===== config.mk =====
export PLATFORM = sky130hd
export DESIGN_NAME = inv_mixcolumns_iter
export DESIGN_NICKNAME = d
export VERILOG_FILES = /design/src/rtl/inv_mixcolumns_iter.sv
export SDC_FILE = /design/constraint.sdc
export NUM_CORES = 1
export LEC_CHECK = 0
export CAP_MARGIN = 20
export CORE_MARGIN = 2
export CORE_UTILIZATION = 52
export DETAILED_ROUTE_END_ITERATION = 8
export PLACE_DENSITY = 0.84
export SYNTH_ARGS = -nofsm -noshare
export SYNTH_HDL_FRONTEND = slang
export SYNTH_SLANG_ARGS = --single-unit

===== constraint.sdc =====
create_clock -name clk -period 3.5 [get_ports clk]
set_input_delay 0.35 -clock clk [delete_from_list [all_inputs] [get_ports clk]]
set_output_delay 0.35 -clock clk [all_outputs]
set_load 0.005 [all_outputs]

===== src/rtl/inv_mixcolumns_iter.sv =====
// Iterative AES InvMixColumns: latches a 128-bit state, transforms one column
// per cycle, then holds the result under a valid/ready handshake.
module inv_mixcolumns_iter (
    input  logic         clk,
    input  logic         rst_n,
    input  logic         in_valid,
    output logic         in_ready,
    input  logic [127:0] state,
    output logic         out_valid,
    input  logic         out_ready,
    output logic [127:0] outputstate
);

    typedef enum logic [1:0] {IDLE, BUSY, DONE} fsm_t;

    fsm_t         fsm_q, fsm_d;
    logic [127:0] data_q, data_d;
    logic [127:0] result_q, result_d;
    logic [1:0]   col_q, col_d;
    logic [31:0]  col_in, col_out;

    function automatic logic [7:0] xtime(input logic [7:0] b);
        xtime = {b[6:0], 1'b0} ^ (b[7] ? 8'h1b : 8'h00);
    endfunction

    // k selects which of b, 2b, 4b, 8b are XORed together (e.g. 4'hb = 8b^2b^b)
    function automatic logic [7:0] gmul(input logic [7:0] b, input logic [3:0] k);
        logic [7:0] x2, x4, x8;
        x2 = xtime(b);
        x4 = xtime(x2);
        x8 = xtime(x4);
        gmul = (k[3] ? x8 : 8'h00) ^ (k[2] ? x4 : 8'h00) ^
               (k[1] ? x2 : 8'h00) ^ (k[0] ? b : 8'h00);
    endfunction

    function automatic logic [31:0] inv_mix_col(input logic [31:0] s);
        logic [7:0] b0, b1, b2, b3;
        b0 = s[31:24];
        b1 = s[23:16];
        b2 = s[15:8];
        b3 = s[7:0];
        inv_mix_col[31:24] = gmul(b0, 4'he) ^ gmul(b1, 4'hb) ^ gmul(b2, 4'hd) ^ gmul(b3, 4'h9);
        inv_mix_col[23:16] = gmul(b0, 4'h9) ^ gmul(b1, 4'he) ^ gmul(b2, 4'hb) ^ gmul(b3, 4'hd);
        inv_mix_col[15:8]  = gmul(b0, 4'hd) ^ gmul(b1, 4'h9) ^ gmul(b2, 4'he) ^ gmul(b3, 4'hb);
        inv_mix_col[7:0]   = gmul(b0, 4'hb) ^ gmul(b1, 4'hd) ^ gmul(b2, 4'h9) ^ gmul(b3, 4'he);
    endfunction

    always_ff @(posedge clk or negedge rst_n) begin
        if (!rst_n) begin
            fsm_q    <= IDLE;
            data_q   <= '0;
            result_q <= '0;
            col_q    <= '0;
        end else begin
            fsm_q    <= fsm_d;
            data_q   <= data_d;
            result_q <= result_d;
            col_q    <= col_d;
        end
    end

    always_comb begin
        fsm_d = fsm_q;
        case (fsm_q)
            IDLE:    if (in_valid) fsm_d = BUSY;
            BUSY:    if (col_q == 2'd3) fsm_d = DONE;
            DONE:    if (out_ready) fsm_d = IDLE;
            default: fsm_d = IDLE;
        endcase
    end

    always_comb begin
        in_ready    = (fsm_q == IDLE);
        out_valid   = (fsm_q == DONE);
        outputstate = result_q;
    end

    always_comb begin
        col_in = '0;
        for (int unsigned c = 0; c < 4; c++) begin
            if (col_q == 2'(c)) col_in = data_q[127 - 32*c -: 32];
        end
        col_out = inv_mix_col(col_in);
    end

    // Only the active column is rewritten; the others keep their old contents
    always_comb begin
        data_d   = data_q;
        result_d = result_q;
        col_d    = col_q;
        if (fsm_q == IDLE && in_valid) begin
            data_d = state;
            col_d  = '0;
        end else if (fsm_q == BUSY) begin
            col_d = col_q + 2'd1;
            for (int unsigned c = 0; c < 4; c++) begin
                if (col_q == 2'(c)) result_d[127 - 32*c -: 32] = col_out;
            end
        end
    end

endmodule


Word level (Yosys, flattened, before mapping)
Cells that the tools add are included.
{ "op_classes": {"add_sub_neg": 1, "n_eq_ne": 8, "mux": 22, "bitwise_logic": 49, "reduce_logical": 9} }
{ "ops": {"columns": ["op", "n"], "rows": [
  ["$xor 8x8->8", 40],
  ["$mux 32", 4],
  ["$xor 8x5->8", 8],
  ["$mux 5", 12],
  ["$reduce_and 3->1", 5],
  ["$mux 2", 5],
  ["$eq 2x2->1 const B", 3],
  ["$pmux 2 s3", 1],
  ["$eq 2x1->1 const B", 2],
  ["$logic_not 2->1", 2],
  ["$ne 2x1->1 const B", 2],
  ["$add 2x1->2 const B", 1],
  ["$ne 2x2->1 const B", 1],
  ["$reduce_bool 2->1", 1],
  ["$logic_and 1x1->1", 1],
  ["$not 1->1", 1]
]} }
{ "totals": {"reg_bits": 260, "in_bits": 132, "output_inout_bits": 130, "elab_cells": 96} }

Logic depth before layout (Yosys ltp)
Gate-level depths: netlist of run 1.
{ "logic_depth": {"word_depth": 16, "mapped_depth": 13, "depth_no_buf": 10} }

Worst setup path before layout of run 1
OpenSTA, ideal clock, no wires.
{ "synth_path": {"path_type": "flip-flop to flip-flop", "startpoint": "register col_q[1]", "endpoint": "register result_q[49], in the netlist outputstate[49]", "setup_ns": 0.128, "t_arrival_ns": 2.882, "t_required_ns": 3.372, "path_slack_ns": 0.490, "stages_incl_launch_ff": 12, "n_path_buf": 2, "period_less_slack_ns": 3.010, "path_cell_list": "dfrtp_1 inv_1 ha_1 buf_6 buf_12 a221o_2 a22oi_4 xor3_2 xor2_1 xnor3_2 xnor2_2 o21ai_1"} }
{ "synth_between": {"elab_chain_cells": 14, "elab_cells_between_ends": 42, "classes_between": "eq/ne (3); mux (15); bitwise (22); reduce/logical (2)"} }
{ "synth_lines": {"columns": ["item", "line_no", "rtl"], "rows": [
  ["from (decl)", "19", "logic [1:0] col_q, col_d;"],
  ["from (signal assigned)", "58", "col_q <= col_d;"],
  ["$logic_not 2->1", "81", "if (col_q == 2'(c)) col_in = data_q[127 - 32*c -: 32];"],
  ["$mux 32 (4 in series)", "81", null],
  ["$xor 8x5->8", "23", "xtime = {b[6:0], 1'b0} ^ (b[7] ? 8'h1b : 8'h00);"],
  ["$mux 5 / $xor 8x8->8 (equally long branches)", "23", null],
  ["$xor 8x8->8 / $mux 5 (equally long branches)", "23", null],
  ["$xor 8x5->8", "23", null],
  ["$xor 8x8->8 (2 in series)", "32", "gmul = (k[3] ? x8 : 8'h00) ^ (k[2] ? x4 : 8'h00) ^"],
  ["$xor 8x8->8 (3 in series)", "43", "inv_mix_col[23:16] = gmul(b0, 4'h9) ^ gmul(b1, 4'he) ^ gmul(b2, 4'hb) ^ gmul(b3, 4'hd);"],
  ["to (signal assigned)", "57", "result_q <= result_d;"],
  ["to (decl)", "18", "logic [127:0] result_q, result_d;"]
]} }
Several ways; a longest one is shown, not always the timed one.
A chain may end at the register's enable or synchronous reset.

Worst setup path in the final report of run 1
{ "layout_path": {"startpoint": "register col_q[0]", "endpoint": "register result_q[13], in the netlist outputstate[13]"} }
{ "layout_between": {"elab_chain_cells": 14, "elab_cells_between_ends": 39, "classes_between": "eq/ne (3); mux (12); bitwise (22); reduce/logical (2)"} }
{ "layout_lines": {"columns": ["item", "line_no", "rtl"], "rows": [
  ["$logic_not 2->1", "81", null],
  ["$mux 32 (4 in series)", "81", null],
  ["$mux 5 / $xor 8x5->8 (equally long branches)", "23", null],
  ["$xor 8x5->8 / $mux 5 (equally long branches)", "23", null],
  ["$xor 8x8->8", "23", null],
  ["$xor 8x5->8", "23", null],
  ["$xor 8x8->8", "32", null],
  ["$xor 8x8->8", "33", "(k[1] ? x2 : 8'h00) ^ (k[0] ? b : 8'h00);"],
  ["$xor 8x8->8 (3 in series)", "44", "inv_mix_col[15:8] = gmul(b0, 4'hd) ^ gmul(b1, 4'h9) ^ gmul(b2, 4'he) ^ gmul(b3, 4'hb);"]
]} }
Several ways; a longest one is shown, not always the timed one.

==> results of run 1 <==
cells in the final DEF, fill, tap and decap left out, types with 3 or more instances in the layout:
cell,n
o21ai_0,89
clkdlybuf4s50_1,260
clkbuf_8,7
inv_1,5
xnor2_2,22
xnor2_4,4
a221o_2,3
buf_12,7
xor2_1,30
o21a_1,11
nand2_2,4
xnor3_1,19
o21ai_2,5
nand3b_1,9
xnor2_1,104
a22oi_1,9
a22oi_4,6
a22oi_2,7
dfrtp_1,260
nand2_1,141
clkbuf_1,3
a221o_1,5
clkinv_2,6
o21ai_1,45
clkbuf_16,27
a21oi_1,8
mux2i_1,6
xor2_2,3
o22ai_1,12
nor2_1,6
a21oi_2,9
o22a_1,3
a2bb2oi_2,4
xnor3_2,10
a21oi_4,7
buf_4,54
mux2_2,126
per-stage QoR:
stage	setup TNS, ps	std cells
finish	0	1699
global placement	0	1645
global route	-3.92	1699
detailed placement	0	1645
CTS	0	1694
floorplan	0	1060
layer usage:
metal / up-vias / global-route usage, % / wire length (um)
met5: - / 0 / 0
met4: 0 / 7.48 / 934
met3: 61 / 4.34 / 2460
met2: 382 / 43.9 / 16800
met1: 4642 / 36.7 / 14900
li1: 4244 / - / -
critical path, delay by kind of cell, from the launching register on:
| family | cells | cell delay, ps |
|---|---|---|
| AOI/OAI and AO/OA | 3 | 640 |
| xor gates and xnor gates | 4 | 1420 |
| adders and majority gates | 1 | 180 |
| buffers and inverters | 2 | 300 |
| DFF | 1 | 420 |
| and+or+nand+nor | 1 | 200 |
registers in the layout (all words and copies together), names as in the netlist:
name,cells
col_q,2
data_q,128
outputstate,128
fsm_q,2
area by class of cell:
type                            instances  area [um^2]
Timing Repair Buffer                  323         3170
Multi-Input combinational cell        731         6330
Inverter                                7         28.8
Tap cell                              330          413
Clock buffer                           37          783
Clock inverter                         11         92.6
Fill cell                            1784         7710
Sequential cell                       260         6510
final timing paths:
| path | from | end | slack, ps | depth (start not counted) |
|---|---|---|---|---|
| min in group asynchronous | rst_n | outputstate[109] | 440 | 2 |
| max | col_q[0] | outputstate[13] | 170 | 11 |
| max in group asynchronous | rst_n | outputstate[24] | 2120 | 3 |
| min reg2reg | outputstate[2] | outputstate[2] | 480 | 2 |
| min | state[62] | data_q[62] | 400 | 3 |
| max reg2reg | col_q[0] | outputstate[13] | 170 | 11 |
cells by family after synthesis:
logic type / Yosys count / share of synthesized area (%)
mux: 132 / 11.2
xor+xnor: 193 / 17.6
fa+ha+maj: 4 / 0.379
compound gates: 235 / 12.8
flops: 260 / 49.3
buf+inv: 69 / 3.45
simple gates: 167 / 5.26
what timing repair did:
item | in CTS | in global routing
resized for setup | 0 | 13
endpoints found under the hold margin | 103 | 0
hold buffers | 1 | 0
setup buffers | 0 | 4
endpoints found under the setup margin | 0 | 73
==> summary.txt, run 1 <==
Drt
  – Vias per cell: 5.49
  – Vias post-DR: 9329
  – DRC: 0
  – Drt wl/cell: 20.6 um
  – Detailed Route WL: 35100 um
  – Starting DRT DRC Count: 630
  – First-pass DRT Iterations: 4
  – Routed Antenna Nets: 0

Yosys
  – FF+latch count, synth: 260
  – Synth cell types: 59
  – Synth Instances: 1060
  – Main synth FF type: dfrtp_1
  – Post-synth EDFFs: 0
  – Leading area contributor after synthesis: dfrtp_1
  – Top post-synthesis cells by area: dfrtp_1 (49%), mux2_2 (11%), xnor2_1 (7.2%)
  – Commonest cells in the netlist: dfrtp_1 (260), nand2_1 (143), mux2_2 (126)
  – Sequential fraction of the synthesis area: 49.3%
  – Syn Nets: 1196
  – Yosys top cell area share: 49.3%
  – Synth Cell Area: 13200 um^2
  – Mean Syn Cell Area: 12.5 um^2
  – Ys async rst share: 100%
  – Yosys Warn Count: 0
  – Most common cell in the netlist: dfrtp_1

Hold path
  – Worst min-delay path category: primary input to flip-flop

Timing
  – Final Hold Fails: 0
  – Final Max Slew Viols: 0
  – Worst-margin pin slew: 846 ps
  – Final setup vio count: 0
  – Final period util: 95.1%
  – Max-slew headroom: 43.6%
  – Min Clock Period, post-route: 3330 ps
  – Clk_skew: 17.4 ps
  – Setup WS post-layout: 173 ps
  – Max Clock Freq: 301 MHz
  – WHS: 397 ps

Cells and area
  – ANT cells: 0
  – Layout overhead on the synthesized area: 31.3%
  – Share of cells above drive strength 1: 24.3%
  – Util after Layout: 69.2%
  – Final #Nets: 1485
  – Cell area after layout: 17300 um^2

Critical path
  – CP cell instances: inv_1 -> ha_1 -> nor2b_4 -> buf_12 -> a22oi_1 -> a21oi_2 -> xnor2_4 -> xnor2_2 -> xnor3_2 -> xnor2_2 -> o21ai_1
  – Crit Path Category: flip-flop to flip-flop
  – CP peak stage delay: 570 ps
  – WP data arrival: 3710 ps
  – Critical path's slowest cell: xnor3_2
  – CP startpoint kind: flip-flop
  – Critical Path End Type: flip-flop
  – Crit path required time: 3890 ps
  – Crit path top cell by count: xnor2_2
  – Crit path max fanout: 21

Clocking
  – CTS Buf Count: 26
  – Clock-pin slew on the worst setup and hold paths: 60 ps
  – Clock sink total: 260
  – Clk Latency, worst-skew pair: 530 ps
  – H-tree lvl count: 1
  – Clock root buffer: clkbuf_16
  – Maximum clock path buffer count: 3
  – CTS tree: built

Global route
  – Initial antenna violation count: 0
  – First-pass GRT wire length: 54600 um
  – Tot GR Track Use: 26.6%
  – Gr ovfl total: 0
  – Pin count of the biggest net entering global routing: 109
  – Vias in the first global route: 9515

Status
  – Outcome: completed

Floorplanning
  – Row Count: 58
  – Ports: 262
  – Die height: 163 um
  – Starting density of the core: 52.7%
  – Die width: 163 um
  – Core ar.: 25000 um^2
  – Die area: 26700 um^2

Placed design
  – Pre-CTS WS: 25.9 ps
  – IO buf count: 261
  – Routability congestion estimate: 0.971
  – DP Area: 16300 um^2
  – Post-DP HPWL: 26700 um

Flow run
  – MaxCap Viol Count: 0
Power of run 1 is left out: the tool's default activity adds up to more than one toggle a clock period on the data nets, which glitch-free logic cannot reach.
==> run 2, diff against run 1 <==
--- a/config.mk
+++ b/config.mk
@@ -6,7 +6,7 @@
 export NUM_CORES = 1
 export LEC_CHECK = 0
 export CAP_MARGIN = 20
-export CORE_MARGIN = 2
+export CORE_MARGIN = 1.5
 export CORE_UTILIZATION = 52
 export DETAILED_ROUTE_END_ITERATION = 8
 export PLACE_DENSITY = 0.84
==> run 2 against run 1 <==
Effect of this change:
- global-route usage rose by 0.66 points
- register-to-register slack got worse by 30 ps
- sequential share of layout area fell by 0.15 points
- clock skew is 9.5 ps higher
- utilization is 0.27 points higher
- final area grew 0.40%
- count of clock-buffer cells in the layout decreased by 4
- critical endpoint is now outputstate[6]
- highest routed layer unchanged
==> summary.txt, run 2 (synthesis results as in run 1) <==
Critical path
  – Crit Path Category: flip-flop to flip-flop (unchanged)
  – Critical Path End Type: flip-flop (unchanged)
  – Worst R2R Path Depth: 12 (was 11)
  – Critical Path Source: col_q[0] (unchanged)
  – Critical path's slowest cell: a2bb2oi_1 (was xnor3_2)
  – Worst r2r src: col_q[0] (unchanged)
  – CP cell instances: inv_1 -> ha_1 -> buf_4 -> inv_2 -> a2bb2oi_1 -> mux2i_1 -> xnor3_1 -> xor2_1 -> xnor2_1 -> xnor2_1 -> buf_4 -> o21ai_0 (was inv_1 -> ha_1 -> nor2b_4 -> buf_12 -> a22oi_1 -> a21oi_2 -> xnor2_4 -> xnor2_2 -> xnor3_2 -> xnor2_2 -> o21ai_1)
  – FF-to-FF End: outputstate[6] (was outputstate[13])
  – WP data arrival: 3720 ps (was 3710 ps)
  – Crit-path leading delay family: XOR/XNOR gates (unchanged)
  – CP endpoint: outputstate[6] (was outputstate[13])
  – Levels on crit path: 12 (was 11)
  – CP peak stage delay: 500 ps (was 570 ps)
  – Crit path max fanout: 14 (was 21)
  – Crit path buffers/inverters: 4 (was 2)
  – CP startpoint kind: flip-flop (unchanged)
  – Crit path required time: 3860 ps (was 3890 ps)
  – R2R Setup Slk: 140 ps (was 170 ps)

Drt
  – Detailed Route WL: 35200 um (was 35100 um)
  – Starting DRT DRC Count: 760 (was 630)
  – First-pass DRT Iterations: 6 (was 4)
  – Drt wl/cell: 20.7 um (was 20.6 um)
  – Vias per cell: 5.51 (was 5.49)
  – Vias post-DR: 9360 (was 9329)
  – Routed Antenna Nets: 0 (unchanged)
  – DRC: 0 (unchanged)

Timing
  – Final Hold Fails: 0 (unchanged)
  – Clk_skew: 27.0 ps (was 17.4 ps)
  – Setup TNS: 0 ps (unchanged)
  – Max-slew headroom: 35.4% (was 43.6%)
  – RSZ-0062 raised after global routing: no
  – Worst-margin pin slew: 969 ps (was 846 ps)
  – Min Clock Period, post-route: 3360 ps (was 3330 ps)
  – Final period util: 96.0% (was 95.1%)
  – Max Clock Freq: 297 MHz (was 301 MHz)
  – Final Max Slew Viols: 0 (unchanged)
  – Final setup vio count: 0 (unchanged)

Floorplanning
  – Die area: 26400 um^2 (was 26700 um^2)
  – Starting density of the core: 52.7% (unchanged)
  – Die width: 162 um (was 163 um)
  – Die height: 162 um (was 163 um)
  – Ports: 262 (unchanged)
  – Core ar.: 25000 um^2 (unchanged)
  – Row Count: 58 (unchanged)

Clocking
  – Clk Latency, worst-skew pair: 540 ps (was 530 ps)
  – Maximum clock path buffer count: 3 (unchanged)
  – Clock root buffer: clkbuf_16 (unchanged)
  – H-tree lvl count: 1 (unchanged)
  – Clock-pin slew on the worst setup and hold paths: 70 ps (was 60 ps)
  – Clock sink total: 260 (unchanged)
  – CTS tree: built (unchanged)
  – CTS Buf Count: 26 (unchanged)

Global route
  – First-pass GRT wire length: 55000 um (was 54600 um)
  – Tot GR Track Use: 27.3% (was 26.6%)
  – Initial antenna violation count: 0 (unchanged)
  – Pin count of the biggest net entering global routing: 128 (was 109)
  – Vias in the first global route: 9499 (was 9515)
  – Gr ovfl total: 0 (unchanged)

Cells and area
  – Util after Layout: 69.5% (was 69.2%)
  – Share of cells above drive strength 1: 24.0% (was 24.3%)
  – Most frequent cells in the layout: dfrtp_1 (260), clkdlybuf4s50_1 (260), nand2_1 (141), mux2_2 (126), xnor2_1 (104) (unchanged)
  – Layout overhead on the synthesized area: 31.8% (was 31.3%)
  – Final #Nets: 1490 (was 1485)
  – ANT cells: 0 (unchanged)
  – Post-route insts no fill: 1700 (was 1699)

Hold path
  – Min-Delay Path Depth: 3 (unchanged)
  – Worst min-delay path category: primary input to flip-flop (unchanged)

Placed design
  – Routability congestion estimate: 0.943 (was 0.971)
  – Placed cells: 1647 (was 1645)
  – Post-DP HPWL: 26300 um (was 26700 um)
  – IO buf count: 261 (unchanged)

Flow run
  – MaxCap Viol Count: 0 (unchanged)

Status
  – Outcome: completed (unchanged)
## run 2: through the flow
| step | worst slack [ps] | area [um^2] | hold slack, ps |
|---|---|---|---|
| finish | 138 | 17400 | 406 |
| global route | 2.62 | 17400 | 405 |
| CTS | 31.2 | 17300 | 393 |
| detailed placement | 38.1 | 16300 | 469 |
| global placement | 115 | 16300 | 460 |
| floorplan | 490 | 13200 | 54.4 |
## run 2: area by class of cell
class	count	area [um^2]
clock buffers	33	718
flip-flops and latches	260	6510
multi-input cells	731	6300
fillers	1786	7640
clock inverters	11	184
inverters	7	26.3
repair buffers	328	3250
well taps	330	413
## run 2: what timing repair did
item	CTS	global route
hold buffers	1	0
setup endpoints to repair	0	30
setup buffers	0	7
gates resized for setup	0	6
hold endpoints to repair	56	0
## run 2: how the worst min path moves through the flow
stage | end | from | slack (ps)
finish | data_q[62] | state[62] | 410
global route | data_q[95] | state[95] | 410
CTS | data_q[62] | state[62] | 390
detailed placement | outputstate[98] | outputstate[98] | 470
global placement | outputstate[16] | outputstate[16] | 460
floorplan | col_q[0] | rst_n | 50
## run 2: tightest hold or removal path: stages
cell and delay, ps:
clkdlybuf4s50_1 400, nand2_1 70, o21ai_0 80
## run 2: metal layers
metal / GRT usage, % / share of wire, %
met5: 0 / 0
met1: 37.8 / 42
met4: 6.63 / 2.0
met3: 4.46 / 7.6
met2: 45.1 / 49
Power of run 2 is left out for the same reason.
